--- src/rtl/fp_sum_accumulator.sv ---
`default_nettype none
// ============================================================================
// Module      : fp_sum_accumulator (with combinational fp_add_subtract)
// Description : Streams a burst of IEEE-754 single values into one running
//               sum for the softmax denominator. The optional overflow flag
//               is built only when FP_ACC_OVF_DETECT_EN is defined.
// Revision    : 1.0 - initial release
// ============================================================================

module fp_add_subtract (
    input  logic [31:0] a,
    input  logic [31:0] b,
    input  logic        sub,
    output logic [31:0] y
);
    logic        w_sa, w_sb, w_sl, w_ss;
    logic [7:0]  w_ea, w_eb, w_xa, w_xb, w_xl, w_xs, w_d;
    logic [23:0] w_ma, w_mb, w_ml, w_ms;
    logic        w_a_nan, w_b_nan, w_a_inf, w_b_inf;
    logic [49:0] w_ext, w_shifted;
    logic [26:0] w_big, w_small, w_norm;
    logic [27:0] w_sum;
    logic [4:0]  w_lz, w_shamt;
    logic [8:0]  w_exp_n, w_exp_f;
    logic        w_rup;
    logic [24:0] w_rounded;
    logic [22:0] w_frac;

    function automatic logic [4:0] lzc27(input logic [26:0] v);
        logic [4:0] n;
        logic       found;
        n     = 5'd27;
        found = 1'b0;
        for (int i = 26; i >= 0; i--) begin
            if (!found && v[i]) begin
                n     = 5'(26 - i);
                found = 1'b1;
            end
        end
        return n;
    endfunction

    always_comb begin
        w_sa    = a[31];
        w_sb    = b[31] ^ sub;
        w_ea    = a[30:23];
        w_eb    = b[30:23];
        w_a_nan = (&w_ea) && (|a[22:0]);
        w_b_nan = (&w_eb) && (|b[22:0]);
        w_a_inf = (&w_ea) && !(|a[22:0]);
        w_b_inf = (&w_eb) && !(|b[22:0]);
        // Subnormals have no hidden bit and share the exponent of 2^-126.
        w_ma    = {|w_ea, a[22:0]};
        w_mb    = {|w_eb, b[22:0]};
        w_xa    = (w_ea == 8'd0) ? 8'd1 : w_ea;
        w_xb    = (w_eb == 8'd0) ? 8'd1 : w_eb;

        if (a[30:0] >= b[30:0]) begin
            w_sl = w_sa; w_xl = w_xa; w_ml = w_ma;
            w_ss = w_sb; w_xs = w_xb; w_ms = w_mb;
        end else begin
            w_sl = w_sb; w_xl = w_xb; w_ml = w_mb;
            w_ss = w_sa; w_xs = w_xa; w_ms = w_ma;
        end

        // Align: 24 mantissa bits, guard, round, then a sticky OR of the rest.
        w_d       = w_xl - w_xs;
        w_ext     = {w_ms, 26'd0};
        w_shifted = w_ext >> w_d;
        w_small   = {w_shifted[49:24], |w_shifted[23:0]};
        w_big     = {w_ml, 3'b000};
        w_sum     = (w_sl == w_ss) ? ({1'b0, w_big} + {1'b0, w_small})
                                   : ({1'b0, w_big} - {1'b0, w_small});

        w_lz    = lzc27(w_sum[26:0]);
        w_shamt = 5'd0;
        if (w_sum[27]) begin
            w_norm  = {w_sum[27:2], w_sum[1] | w_sum[0]};
            w_exp_n = {1'b0, w_xl} + 9'd1;
        end else if ({4'd0, w_lz} < {1'b0, w_xl}) begin
            w_shamt = w_lz;
            w_norm  = w_sum[26:0] << w_shamt;
            w_exp_n = {1'b0, w_xl} - {4'd0, w_lz};
        end else begin
            // Normalising fully would underflow; stop at the subnormal range.
            w_shamt = 5'(w_xl - 8'd1);
            w_norm  = w_sum[26:0] << w_shamt;
            w_exp_n = 9'd0;
        end

        w_rup     = w_norm[2] & (w_norm[1] | w_norm[0] | w_norm[3]);
        w_rounded = {1'b0, w_norm[26:3]} + {24'd0, w_rup};
        if (w_rounded[24]) begin
            w_exp_f = w_exp_n + 9'd1;
            w_frac  = w_rounded[23:1];
        end else if (w_exp_n == 9'd0 && w_rounded[23]) begin
            w_exp_f = 9'd1;
            w_frac  = w_rounded[22:0];
        end else begin
            w_exp_f = w_exp_n;
            w_frac  = w_rounded[22:0];
        end

        if (w_a_nan || w_b_nan || (w_a_inf && w_b_inf && (w_sa != w_sb)))
            y = 32'h7FC0_0000;
        else if (w_a_inf)
            y = {w_sa, 8'hFF, 23'd0};
        else if (w_b_inf)
            y = {w_sb, 8'hFF, 23'd0};
        else if (w_sum == 28'd0)
            y = {w_sl & w_ss, 31'd0};
        else if (w_exp_f >= 9'd255)
            y = {w_sl, 8'hFF, 23'd0};
        else
            y = {w_sl, w_exp_f[7:0], w_frac};
    end
endmodule

module fp_sum_accumulator #(
    parameter int DATA_WIDTH  = 32,
    parameter int COUNT_WIDTH = 8
) (
    input  logic                   clk,
    input  logic                   rst,
    input  logic                   start,
    input  logic [COUNT_WIDTH-1:0] len,
    input  logic                   in_valid,
    output logic                   in_ready,
    input  logic [DATA_WIDTH-1:0]  in_data,
    output logic                   sum_valid,
    output logic [DATA_WIDTH-1:0]  sum_data,
    output logic                   busy,
    output logic                   ovf
);
    typedef enum logic [1:0] {
        S_IDLE  = 2'd0,
        S_ACCUM = 2'd1,
        S_DONE  = 2'd2
    } state_t;

    state_t                 r_state;
    logic [DATA_WIDTH-1:0]  r_acc;
    logic [COUNT_WIDTH-1:0] r_cnt;
    logic [DATA_WIDTH-1:0]  r_sum_data;
    logic                   r_sum_valid;
    logic                   r_in_ready;
    logic                   r_busy;
    logic [DATA_WIDTH-1:0]  w_add;
    logic                   w_beat;

    fp_add_subtract u_add (
        .a   (r_acc),
        .b   (in_data),
        .sub (1'b0),
        .y   (w_add)
    );

    // r_in_ready is high exactly while in ACCUM.
    assign w_beat = in_valid && r_in_ready;

    always_ff @(posedge clk or posedge rst) begin
        if (rst) begin
            r_state     <= S_IDLE;
            r_acc       <= '0;
            r_cnt       <= '0;
            r_sum_data  <= '0;
            r_sum_valid <= 1'b0;
            r_in_ready  <= 1'b0;
            r_busy      <= 1'b0;
        end else begin
            r_sum_valid <= 1'b0;
            case (r_state)
                S_IDLE: begin
                    if (start) begin
                        r_acc  <= '0;
                        r_busy <= 1'b1;
                        if (len != '0) begin
                            r_cnt      <= len;
                            r_in_ready <= 1'b1;
                            r_state    <= S_ACCUM;
                        end else begin
                            r_cnt       <= '0;
                            r_sum_data  <= '0;
                            r_sum_valid <= 1'b1;
                            r_state     <= S_DONE;
                        end
                    end
                end
                S_ACCUM: begin
                    if (w_beat) begin
                        r_acc <= w_add;
                        r_cnt <= r_cnt - 1'b1;
                        if (r_cnt == COUNT_WIDTH'(1)) begin
                            r_in_ready  <= 1'b0;
                            r_sum_data  <= w_add;
                            r_sum_valid <= 1'b1;
                            r_state     <= S_DONE;
                        end
                    end
                end
                S_DONE: begin
                    r_busy  <= 1'b0;
                    r_state <= S_IDLE;
                end
                default: begin
                    r_in_ready <= 1'b0;
                    r_busy     <= 1'b0;
                    r_state    <= S_IDLE;
                end
            endcase
        end
    end

`ifdef FP_ACC_OVF_DETECT_EN
    logic r_ovf;

    always_ff @(posedge clk or posedge rst) begin
        if (rst)
            r_ovf <= 1'b0;
        else if (r_state == S_IDLE && start)
            r_ovf <= 1'b0;
        else if (w_beat && (&w_add[30:23]))
            r_ovf <= 1'b1;
    end

    assign ovf = r_ovf;
`else
    assign ovf = 1'b0;
`endif

    assign in_ready  = r_in_ready;
    assign sum_valid = r_sum_valid;
    assign sum_data  = r_sum_data;
    assign busy      = r_busy;
endmodule

`default_nettype wire

--- config.mk ---
export PLATFORM = sky130hd
export DESIGN_NAME = fp_sum_accumulator
export DESIGN_NICKNAME = d
export VERILOG_FILES = /design/src/rtl/fp_sum_accumulator.sv
export SDC_FILE = /design/constraint.sdc
export NUM_CORES = 1
export LEC_CHECK = 0
export ABC_AREA = 1
export CAP_MARGIN = 20
export CORE_MARGIN = 5
export CORE_UTILIZATION = 24
export CTS_CLUSTER_DIAMETER = 30
export DETAILED_ROUTE_END_ITERATION = 6
export PLACE_DENSITY = 0.36
export SKIP_LAST_GASP = 1
export SYNTH_ARGS = -nofsm -noshare
export SYNTH_HDL_FRONTEND = slang
export SYNTH_HIERARCHICAL = 1
export SYNTH_SLANG_ARGS = --single-unit
export TNS_END_PERCENT = 20
--- constraint.sdc ---
create_clock -name clk -period 28.7 [get_ports clk]
set_input_delay 2.87 -clock clk [delete_from_list [all_inputs] [get_ports clk]]
set_output_delay 2.87 -clock clk [all_outputs]
set_load 0.1 [all_outputs]
==> impl.org, run 1 <==
** Clock tree
- H-tree level count :: 3
- The longest clock path from root to sink contains 2 buffers.
- Clock tree from TritonCTS :: yes
- The clock net in this run drives a total of 77 sinks.
- Clock buffer count from CTS :: 9
- After clock tree synthesis, the repair step resized 0 gates.
- CTS placed an instance of sky130_fd_sc_hd__clkbuf_16 at the clock tree root.
- Post-cts hold buffer count :: 0
- Clk_lat worst skew :: 0.36 ns
- The number of setup buffers added after CTS is 0.
- Clock input transition at the sequential cells of the worst setup and hold paths :: 0.07 ns

** GRT
- Global-route usage over all layers :: 19.3%
- First-pass GRT wire length :: 102000 um
- GR Overflow Total :: 0
- Initial antenna violation count :: 0
- The number of global-route vias before repair came to 16449.
- Largest net degree at the start of global routing :: 101

** Detailed routing
- The final layout contains routed wiring with a total length of 66500 um.
- In the routed layout, each cell is associated on average with a via count of 5.05.
- Total via count in the routed design :: 17209
- The count of nets left with antenna violations once routing finished came out at 0.
- Before antenna repair, the detailed router went through 5 iterations.
- The detailed router finished its first iteration with 1444 violations.
- Detail-routed net length per standard cell :: 19.5 um
- After detailed routing, the number of remaining DRC violations is 0.

** Critical path
- In this run the critical register-to-register path is launched from r_acc[14].
- Setup crit start :: in_data[22]
- The critical path is of the primary input to flop type.
- Highest net fanout along the worst path :: 100
- The worst register-to-register path has a depth of 97.
- Element type at the critical path start :: primary input
- Arrival time at the worst endpoint :: 20.34 ns
- Required @ worst endpoint :: 29.00 ns
- Worst path top cell family by delay :: simple AND/OR/NAND/NOR gates
- The worst setup path is captured at a flop.
- Slowest stage cell on the critical path :: sky130_fd_sc_hd__a31oi_1
- Slowest Stage Delay on Critical Path :: 0.79 ns
- Most common cell type on the critical path :: sky130_fd_sc_hd__nand2_1
- Counting buffers and inverters, the worst setup path is 97 cells deep.
- Worst path bufs/invs :: 15

** Yosys
- Register bit total from synthesis :: 77
- The synthesized design contains 0 enable-type register cells.
- Count of different cell masters after synthesis :: 63
- Fraction of registers with async set or reset after synthesis :: 100%
- Summing the sequential cell areas from Yosys gives 13.1% of the chip area.
- Each instance of the synthesized netlist takes up on average 5.61 um^2.
- The cell count after synthesis came out at 2627.
- For this run, the leading register cell type out of synthesis is sky130_fd_sc_hd__dfrtp_1.
- Cell area after technology mapping :: 0.0147 mm^2
- Synth warn :: 6

** Timing
- Final Max Tran Viols :: 0
- Smallest setup slack after layout :: 8.65 ns
- Max-Slew Margin vs Limit :: 24.6%
- For the final routed database, the setup TNS stands at 0 ns.
- Number of endpoints with negative hold slack in the final report :: 0
- Count of final setup violators :: 0
- Setup repair after global routing left no endpoint under its margin.
- Transition at the pin with the smallest max-transition slack :: 1.13 ns
- Clock Skews :: 0.00598 ns
- For the finished layout, the period the worst path requires is 20.05 ns.
- Achievable frequency :: 49.9 MHz
- Tcrit/Tclk final :: 69.8%

** Flow run
- Max-cap viol count :: 0

** Run status
- Outcome :: finished, final reports clean

** Min path
- The worst hold path passes through 2 cells.
- Min-Delay Path Class :: flop to flop
- The startpoint identified for the worst hold timing path is busy.

** Die
- The die covers 0.0665 mm^2.
- Starting density of the core :: 24.3%
- Core area :: 0.0606 mm^2
- The die is 258 um wide.
- In this run the count of I/O pins placed on the die edge is 80.
- Die height :: 258 um
- The floorplan has 90 rows.

** Placement
- Routability-driven placement finished with a final weighted congestion of 0.907.
- The placed instances occupy a cell area of 0.0160 mm^2.
- Detail Placement HPWL :: 54500 um
- In this run the tool buffered the top-level ports with 78 buffer cells.
- Before CTS, the worst setup slack after placement is 8.61 ns.

** Layout
- Number of filler instances in the final layout :: 7057
- Commonest cells after routing, fill and taps aside :: 787 x sky130_fd_sc_hd__nand2_1, 415 x sky130_fd_sc_hd__nand3_1, 318 x sky130_fd_sc_hd__inv_1
- Layout-stage area growth over the synthesis result :: 10.6%
- Measured on the finished design, the core utilization comes to 26.9%.
- Fraction of layout cells with a size suffix above 1 :: 5.48%
- In the final design database the tool counted 2769 nets.
- Final Cell Area :: 0.0163 mm^2
- N_diodes :: 0
- The library cell used most frequently in the layout, excluding fill and tap cells, is sky130_fd_sc_hd__nand2_1.
-- path summary, 6_finish.rpt --
path,end,slack [ns]
worst min register to register,busy,0.50
min in group asynchronous,sum_data[15],2.80
worst max register to register,r_acc[3],11.34
max in group asynchronous,r_acc[11],24.74
worst max-delay path,r_acc[3],8.65
worst min-delay path,busy,0.50
-- state kept, by name (all words and copies together) (netlist names) --
| register | cells |
|---|---|
| busy | 1 |
| r_acc | 32 |
| in_ready | 1 |
| r_state | 2 |
| sum_data | 32 |
| sum_valid | 1 |
| r_cnt | 8 |
-- cells in the mapped netlist (15+ instances only) --
library cell	instances	area (um^2)
sky130_fd_sc_hd__ha_1	100	1250
sky130_fd_sc_hd__nor3_1	26	130
sky130_fd_sc_hd__nand3_1	415	2080
sky130_fd_sc_hd__nor2_1	218	818
sky130_fd_sc_hd__clkbuf_1	35	131
sky130_fd_sc_hd__nand2_2	18	113
sky130_fd_sc_hd__xor2_1	44	385
sky130_fd_sc_hd__inv_2	15	56.3
sky130_fd_sc_hd__dfrtp_1	77	1930
sky130_fd_sc_hd__nand2_1	787	2950
sky130_fd_sc_hd__o21ai_0	109	546
sky130_fd_sc_hd__buf_2	41	205
sky130_fd_sc_hd__nand4_1	104	651
sky130_fd_sc_hd__inv_1	319	1200
sky130_fd_sc_hd__a21oi_1	89	445
sky130_fd_sc_hd__buf_4	20	150
-- logic make-up (layout without fill, tap and decap cells) --
| kind of cell | count (synthesis) | count (layout) | synth area share (%) |
|---|---|---|---|
| other cells | 1 | 2 | 0.0254 |
| flops | 77 | 77 | 13.1 |
| fa+ha+maj | 103 | 103 | 8.89 |
| simple gates | 1644 | 1644 | 50.1 |
| compound gates | 291 | 291 | 11.5 |
| buf+inv | 456 | 455 | 13.1 |
| mux | 1 | 1 | 0.0679 |
| xor+xnor | 54 | 54 | 3.31 |
-- routing by layer --
layer / wire [um] / global-route usage [%] / vias to the layer above
li1: - / - / 8593
met1: 32300 / 28.0 / 8082
met2: 29900 / 31.2 / 468
met3: 2980 / 1.67 / 66
met4: 1370 / 4.12 / 0
met5: 0 / 0 / -
-- layout make-up --
class                      instances  area [um^2]  area share, %
tap                              782          978           6.00
clock buffer                      10          239           1.46
inverter                         339         1270           7.81
timing repair buffer             100          946           5.80
clock inverter                     6         45.0          0.276
sequential                        77         1930           11.8
multi-input combinational       2095        10900           66.8
-- tightest hold or removal path: cells and delay by family, from the launching register on --
| kind | cells | cell delay (ns) |
|---|---|---|
| DFF | 1 | 0.35 |
| and+or+nand+nor | 2 | 0.11 |
-- per-stage QoR --
step | std cells | hold WS, ns
after floorplan | 2628 | 0.471
after global placement | 3393 | 0.482
after detailed placement | 3393 | 0.480
after CTS | 3409 | 0.504
after global routing | 3409 | 0.532
final | 3409 | 0.497
Power of run 1 is left out: the tool's default activity adds up to more than one toggle a clock period on the data nets, which glitch-free logic cannot reach.
==> run 2: changes to the inputs <==
Settings changed: PLACE_DENSITY 0.36 to 0.37.
Clock period 28.7 ns to 17.31 ns, I/O delays scaled along.
==> run 2 against run 1 <==
Net effect:
- via count decreased by 0.16%
- clock skew barely moved
- critical path depth shrank 5
- critical endpoint is now r_acc[13]
==> impl.org, run 2 (synthesis gave the netlist of run 1 again) <==
** Die
- The initial utilization of the core area, before any placement, comes to 24.3%.
- Die height :: 258 um
- Total I/O pin count :: 80
- The die covers 0.0665 mm^2.
- Rows :: 90
- Core area :: 0.0606 mm^2
- Die width :: 258 um

** GRT
- The initial antenna violation count came to 0.
- Vias in the first global route :: 16536
- GR Overflow Total :: 0
- Largest net degree at the start of global routing :: 78
- First-pass GRT wire length :: 101000 um
- Across every metal layer, demand over resource in global routing totals 19.2%.

** Clock tree
- Clock-pin slew was measured on the worst setup and hold paths at 0.06 ns.
- CTS placed an instance of sky130_fd_sc_hd__clkbuf_16 at the clock tree root.
- In this run, CTS created clock tree buffers numbering 9.
- In this run the number of H-tree levels came out at 3.
- CTS saw 77 sinks.
- Clk_lat worst skew :: 0.35 ns
- Clock tree from TritonCTS :: yes
- Max clock buf depth :: 2

** Detailed routing
- Vias/cell :: 4.99
- Once detail routing completed, the nets flagged for antenna violations numbered 0.
- DRC errors left :: 0
- Dividing the detail-routed wire length by the instance count gives 19.2 um.
- 1st-iter DRT viols :: 1381
- Total via count in the routed design :: 17181
- Wire length reported by the detailed router :: 66200 um
- For this run, the detailed router's first-pass iteration total came to 6.

** Critical path
- STA classifies the critical path startpoint as a primary input.
- Most common cell type on the critical path :: sky130_fd_sc_hd__nand2_1
- Endpoint of the worst setup timing path :: r_acc[13]
- In this run the critical register-to-register path is launched from r_acc[30].
- Worst reg2reg path endpoint :: r_acc[13]
- Data on the critical path is required at its endpoint by 17.60 ns.
- The worst register-to-register path has a depth of 90.
- Setup crit start :: in_data[30]
- CP endpoint kind :: flop
- Slowest stage cell on the critical path :: sky130_fd_sc_hd__clkdlybuf4s50_1
- In this design, the stage delay of the slowest critical-path cell is 0.56 ns.
- Of all nets on the critical path, the largest fanout is 30.
- Type of the worst setup path :: primary input to flop
- Worst R2R Setup Slack :: 2.87 ns
- STA puts the critical path data arrival time at 16.28 ns.

** Layout
- Layout-stage area growth over the synthesis result :: 13.8%
- Commonest cells after routing, fill and taps aside :: 781 x sky130_fd_sc_hd__nand2_1, 415 x sky130_fd_sc_hd__nand3_1, 316 x sky130_fd_sc_hd__inv_1
- Fraction of layout cells with a size suffix above 1 :: 7.59%
- N_diodes :: 0
- Leading cell type in the layout, fill and taps excluded :: sky130_fd_sc_hd__nand2_1
- The final layout contains 2805 nets.

** Run status
- The flow ran to the end, and the final reports show no timing, DRC or antenna violations.

** Timing
- The number of hold violations in the final report was 0.
- The worst path uses 92.4% of the clock period.
- Setup repair after global routing could not meet its margin everywhere.
- Count of final setup violators :: 0
- In the post-route analysis, the smallest setup slack over all paths is 1.32 ns.
- Final total negative setup slack :: 0 ns
- Transition at the pin with the smallest max-transition slack :: 1.08 ns
- Final min period :: 15.99 ns
- Final Max Tran Viols :: 0
- Derived from the worst setup path, the maximum achievable clock frequency is 62.5 MHz.
- Clock Skews :: 0.00631 ns
- Max-Slew Margin vs Limit :: 26.9%

** Min path
- Min-Delay Path Class :: flop to flop
- Start point of the worst min-delay path :: busy

** Placement
- # port buffers :: 78
- At the end of routability-driven placement, the weighted congestion stood at 0.915.
- Detail Placement HPWL :: 54800 um
- OpenSTA, run right after detailed placement, puts the worst setup slack at 0.0856 ns.

** Flow run
- Max-cap viol count :: 0
run 2: cell types whose count changed in the layout (fill, tap and decap cells not counted), sizes merged:
cell | previous run | this run
buf | 22 | 57
bufinv | 0 | 2
clkbuf | 10 | 9
clkdlybuf4s50 | 78 | 77
clkinv | 7 | 8
clkinvlp | 3 | 2
dlymetal6s2s | 0 | 1
run 2: worst min-delay path by stage:
stage                           to  cells after the start
after floorplan           r_cnt[7]                      2
final                         busy                      2
after CTS                     busy                      2
after global placement        busy                      2
after detailed placement      busy                      2
after global routing      r_cnt[7]                      2
run 2: area by class of cell:
cell class                 count  area [um^2]
multi-input combinational   2095        11000
tap                          782          978
clock buffer                   9          225
timing repair buffer         135         1260
clock inverter                 7         96.3
fill                        7028        43800
inverter                     339         1280
timing repair inverter         1         5.00
sequential                    77         1930
run 2: metrics by stage:
stage | std cells | area [um^2] | hold slack, ns | util [%]
detailed placement | 3423 | 16300 | 0.475 | 26.9
finish | 3445 | 16800 | 0.490 | 27.7
CTS | 3439 | 16600 | 0.489 | 27.4
global route | 3445 | 16800 | 0.538 | 27.7
global placement | 3423 | 16300 | 0.483 | 26.9
floorplan | 2628 | 14700 | 0.471 | -
run 2: layer usage:
metal | wire length, um | GRT usage (%) | share of wire (%) | vias to the layer above
li1 | - | - | - | 8667
met1 | 31200 | 26.9 | 47 | 7995
met2 | 30600 | 32.0 | 46 | 465
met3 | 3000 | 1.91 | 4.5 | 54
met4 | 1360 | 4.24 | 2.1 | 0
met5 | 0 | 0 | 0 | -
run 2: timing repair:
action	CTS	global route
hold buffers	0	0
buffers inserted	0	4
hold endpoints to repair	0	0
endpoints found under the setup margin	0	62
resized for setup	0	38
run 2: worst max-delay path, delay by kind of cell:
family / cells / cell delay [ns]
compound gates: 18 / 3.05
xor+xnor: 2 / 0.37
fa+ha+maj: 6 / 1.89
buf+inv: 12 / 1.88
simple gates: 54 / 7.30
Power of run 2 is left out for the same reason.
